### config.mk
export PLATFORM = sky130hd
export DESIGN_NAME = fifo_rd_ptr_ctrl
export DESIGN_NICKNAME = d
export VERILOG_FILES = /design/src/rtl/fifo_rd_ptr_ctrl.sv
export SDC_FILE = /design/constraint.sdc
export NUM_CORES = 1
export LEC_CHECK = 0
export CORE_ASPECT_RATIO = 1.75
export CORE_MARGIN = 5
export CORE_UTILIZATION = 47
export DETAILED_ROUTE_END_ITERATION = 7
export GPL_ROUTABILITY_DRIVEN = 0
export PLACE_DENSITY = 0.79
export SLEW_MARGIN = 10
export SYNTH_ARGS = -nofsm -noshare
export SYNTH_HDL_FRONTEND = slang
export SYNTH_SLANG_ARGS = --single-unit
### constraint.sdc
create_clock -name rd_clk_i -period 3.5 [get_ports rd_clk_i]
set_input_delay 0.7 -clock rd_clk_i [delete_from_list [all_inputs] [get_ports rd_clk_i]]
set_output_delay 0.7 -clock rd_clk_i [all_outputs]
set_load 0.01 [all_outputs]
### src/rtl/fifo_rd_ptr_ctrl.sv
// -----------------------------------------------------------------------------
// fifo_rd_ptr_ctrl
//
// Read-side pointer and status controller of an asynchronous FIFO. Runs
// entirely in the read clock domain. Keeps the read pointer in binary and Gray
// form. Compares it with the already-synchronized Gray write pointer to produce
// registered empty / almost-empty / fill-level flags, plus read-acknowledge and
// underflow pulses.
//
// Ports:
//   rd_clk_i        read-domain clock
//   rst_i           asynchronous active-high reset
//   rd_en_i         read request from the consumer
//   wp2rp_gray_i    synchronized Gray write pointer (PTR_WIDTH+1 bits)
//   rptr_gray_o     registered Gray read pointer, to the read->write synchronizer
//   raddr_o         RAM read address (low PTR_WIDTH bits of the binary pointer)
//   empty_o         FIFO empty (registered)
//   almost_empty_o  fill level <= ALMOST_EMPTY_TH (registered)
//   rd_level_o      words available, 0..2^PTR_WIDTH (registered)
//   rd_ack_o        one-cycle pulse after an accepted read (RAM data valid)
//   underflow_o     one-cycle pulse after a read request while empty
// -----------------------------------------------------------------------------
module fifo_rd_ptr_ctrl #(
  parameter int PTR_WIDTH       = 5,
  parameter int ALMOST_EMPTY_TH = 2
) (
  input  logic                 rd_clk_i,
  input  logic                 rst_i,
  input  logic                 rd_en_i,
  input  logic [PTR_WIDTH:0]   wp2rp_gray_i,
  output logic [PTR_WIDTH:0]   rptr_gray_o,
  output logic [PTR_WIDTH-1:0] raddr_o,
  output logic                 empty_o,
  output logic                 almost_empty_o,
  output logic [PTR_WIDTH:0]   rd_level_o,
  output logic                 rd_ack_o,
  output logic                 underflow_o
);

  // Threshold resized to the pointer width so the compare below is exact.
  localparam logic [PTR_WIDTH:0] AE_TH = (PTR_WIDTH+1)'(ALMOST_EMPTY_TH);

  logic [PTR_WIDTH:0] rbin_reg;
  logic [PTR_WIDTH:0] rbin_next;
  logic [PTR_WIDTH:0] rgray_reg;
  logic [PTR_WIDTH:0] rgray_next;
  logic               empty_reg;
  logic               empty_next;
  logic               almost_empty_reg;
  logic               almost_empty_next;
  logic [PTR_WIDTH:0] level_reg;
  logic [PTR_WIDTH:0] level_next;
  logic               ack_reg;
  logic               underflow_reg;
  logic               rd_acc;
  logic [PTR_WIDTH:0] wbin;

  // Gray -> binary: each binary bit is the XOR of all Gray bits at or above it.
  genvar gi;
  generate
    for (gi = 0; gi <= PTR_WIDTH; gi++) begin : g_gray2bin
      assign wbin[gi] = ^(wp2rp_gray_i >> gi);
    end
  endgenerate

  // Reads are gated by the registered empty flag, so a read that drains the
  // last word cannot be followed by a second read based on stale status.
  assign rd_acc     = rd_en_i & ~empty_reg;
  assign rbin_next  = rbin_reg + {{PTR_WIDTH{1'b0}}, rd_acc};
  assign rgray_next = rbin_next ^ (rbin_next >> 1);

  // Status is computed from the post-read pointer. The write pointer lags
  // (it comes through a synchronizer), so these flags can only be pessimistic.
  assign empty_next        = (rgray_next == wp2rp_gray_i);
  assign level_next        = wbin - rbin_next;
  assign almost_empty_next = (level_next <= AE_TH);

  always_ff @(posedge rd_clk_i or posedge rst_i) begin
    if (rst_i) begin
      rbin_reg         <= '0;
      rgray_reg        <= '0;
      empty_reg        <= 1'b1;
      almost_empty_reg <= 1'b1;
      level_reg        <= '0;
      ack_reg          <= 1'b0;
      underflow_reg    <= 1'b0;
    end else begin
      rbin_reg         <= rbin_next;
      rgray_reg        <= rgray_next;
      empty_reg        <= empty_next;
      almost_empty_reg <= almost_empty_next;
      level_reg        <= level_next;
      ack_reg          <= rd_acc;
      underflow_reg    <= rd_en_i & empty_reg;
    end
  end

  // The Gray pointer leaves the domain straight from a flop, so the
  // downstream synchronizer never sees a combinational glitch.
  assign rptr_gray_o    = rgray_reg;
  assign raddr_o        = rbin_reg[PTR_WIDTH-1:0];
  assign empty_o        = empty_reg;
  assign almost_empty_o = almost_empty_reg;
  assign rd_level_o     = level_reg;
  assign rd_ack_o       = ack_reg;
  assign underflow_o    = underflow_reg;

endmodule

==> metrics.txt <==
Final Cycle Share=94.57%; kind of critical path=in -> reg; vias in the first global route=918; Required @ worst endpoint=3.67 ns; Synth cell types=27; worst vdd ir=0.6749 mV; most frequent cells in the layout=26 x clkdlybuf4s50_1, 20 x buf_4, 19 x dfrtp_1; synthesized cell area=1091 um^2; Leakage=0.7473 nW; max_cap viols=0; Worst EP arrival=3.48 ns; WL/cell=14.52 um; cell count after synthesis=86; crit start category=primary input; standard-cell rows=23; mux cell area share after synthesis=0%; Initial DRC Count=23; worst hold slack=0.5531 ns; clock skew=0.0008006 ns; FF-to-FF Start=empty_o; CTS Buffer Depth=2; TritonRoute pass-1 iters=4; minimum clock period=3.310 ns; largest area contributor in the netlist=dfrtp_1; io pins=30; remaining global-route overflow=0; max_slew headroom=48.88%; Final Slew Violations=0; CTS tree=yes; Fmax=0.3021 GHz; most common cell after layout, fill and taps aside=clkdlybuf4s50_1; Pwr Density=1097 nW/um^2; H-tree depth=1; GR Util All Layers=16.43%; first-pass GRT wire length=4.029 mm; Syn Area/Cell=12.69 um^2; Worst Setup End Kind=flip-flop; dpl hpwl=1.854 mm; synth top area cells=dfrtp_1 44%, xor2_1 12%, xnor2_1 7.2%; slew at the pin closest to its max-slew limit=0.7659 ns; hold_sp=empty_o; diode count=0; Reg clk slew, reported paths=0.07 ns; Synth Area in XOR/XNOR=24.31%; drt drc=0; Clk Latency, worst-skew pair=0.25 ns; area share of the largest cell type after synthesis=43.58%; Post-Synth Adder-Cell Area=7.569%; syn nets=101; Core Region=2273 um^2; YS warnings=0; RSZ-0062 raised after global routing=false; antenna viol nets, final=0; antenna violations before repair=0; Clock Sinks=21; share of layout cells above drive strength 1=28.78%; final wirelength=2.382 mm; Hold Path Class=reg -> reg; vias=806; largest net degree at the start of global routing=22; register area share after synthesis=48.39%; Die X=46.42 um; worst-path fanout max=3; Post-Layout Cell Count=164; post-synthesis register bit count=21; Port Buffers=29; DIE HEIGHT=73.74 um; fin nets=155; Num CTS Buffers=3; hold_buf cts=0; status=complete, no violations; final setup vio count=0; DP Cell Count=154; Initial Utilization=47.99%; simple logic cell fraction of the synthesized area=9.977%; Synth Area in Compound Gates=6.651%; via/cell ratio=4.915; largest family of logic cells by synthesized area=XOR/XNOR gates; Root Buffer=clkbuf_8; Fin. Hold Viols=0; DIE AREA=3423 um^2; Area Overhead vs Synth=51.15%; CP startpoint=wp2rp_gray_i[4]; # fillers=173
-- critical path: stages --
cell	delay, ns
dlygate4sd2_1	0.27
xor2_2	0.20
xnor2_2	0.19
xor2_1	0.23
xor2_1	0.23
xor2_1	0.10
ha_2	0.20
fa_2	0.35
inv_1	0.06
a21oi_1	0.10
or3b_1	0.39
o211ai_2	0.09
xor2_1	0.11
nor4b_2	0.26
-- repair_timing --
item | in CTS | in global routing
resized for setup | 6 | 3
setup buffers | 6 | 0
setup endpoints to repair | 2 | 1
pin swaps | 4 | 1
-- cell usage after synthesis --
master / number
a211oi_2: 1
a21oi_1: 3
a221oi_2: 1
and2_1: 1
and3_1: 1
dfrtp_1: 19
dfstp_2: 2
fa_1: 1
ha_1: 5
inv_1: 9
nand2_1: 2
nand3_2: 1
nand3_4: 1
nand3b_1: 1
nor2_1: 2
nor2b_1: 1
nor3_1: 2
nor4_1: 1
nor4b_2: 1
o211ai_2: 1
o21a_1: 1
o21ai_0: 1
o21ai_1: 1
or3b_1: 1
xnor2_1: 9
xnor2_4: 2
xor2_1: 15
-- final cells by class --
type	instances	area (um^2)	share of cell area, %
tap	25	31.28	1.897
clock buffer	3	41.29	2.504
multi-input combinational	56	569.3	34.52
timing repair buffer	49	440.4	26.71
clock inverter	1	5.005	0.3035
inverter	9	33.78	2.049
sequential	21	528.0	32.02
-- through the flow --
stage	cell area [um^2]	utilization [%]	power (W)	setup slack [ns]	setup TNS, ns
finish	1649	72.54	0.001808	0.1900	0
global route	1649	72.54	0.001953	0.03285	0
CTS	1627	71.55	0.001800	0.1508	0
detailed placement	1518	66.76	0.001609	-0.4122	-0.7055
global placement	1518	66.76	0.001553	-0.2964	-0.4677
floorplan	1091	-	0.001132	0.05221	0
-- path summary, 6_finish.rpt --
path                                  end  slack (ns)  cells after the start
setup / recovery           almost_empty_o        0.19                     14
hold / removal                underflow_o        0.55                      1
setup reg to reg           almost_empty_o        0.76                     12
hold reg to reg               underflow_o        0.55                      1
max in group asynchronous     rbin_reg[0]        2.14                      2
min in group asynchronous   rd_level_o[4]        0.88                      2
-- cells by family (layout without fill, tap and decap cells) --
| group | Yosys count | after routing |
|---|---|---|
| AOI/OAI and AO/OA | 9 | 9 |
| xor gates and xnor gates | 26 | 26 |
| adders and majority gates | 6 | 6 |
| buffers and inverters | 9 | 62 |
| DFF | 21 | 21 |
| and+or+nand+nor | 15 | 15 |
-- report_power, final --
group | internal (W) | switching, W
logic | 0.000637 | 0.000575
registers | 0.000368 | 0.0000733
clock network | 0.0000791 | 0.0000755
total | 0.00108 | 0.000724
-- per-layer routing --
layer  track usage [%]  vias up  routed length (um)  part of all wire (%)
met3             2.451        6                 141                   5.9
met4             8.544        0                  58                   2.4
met5                 0        -                   0                     0
met2             29.75       33                1351                    57
met1             17.06      383                 832                    35
li1                  -      384                   -                     -
No activity file was read; power rests on OpenSTA's default activity.
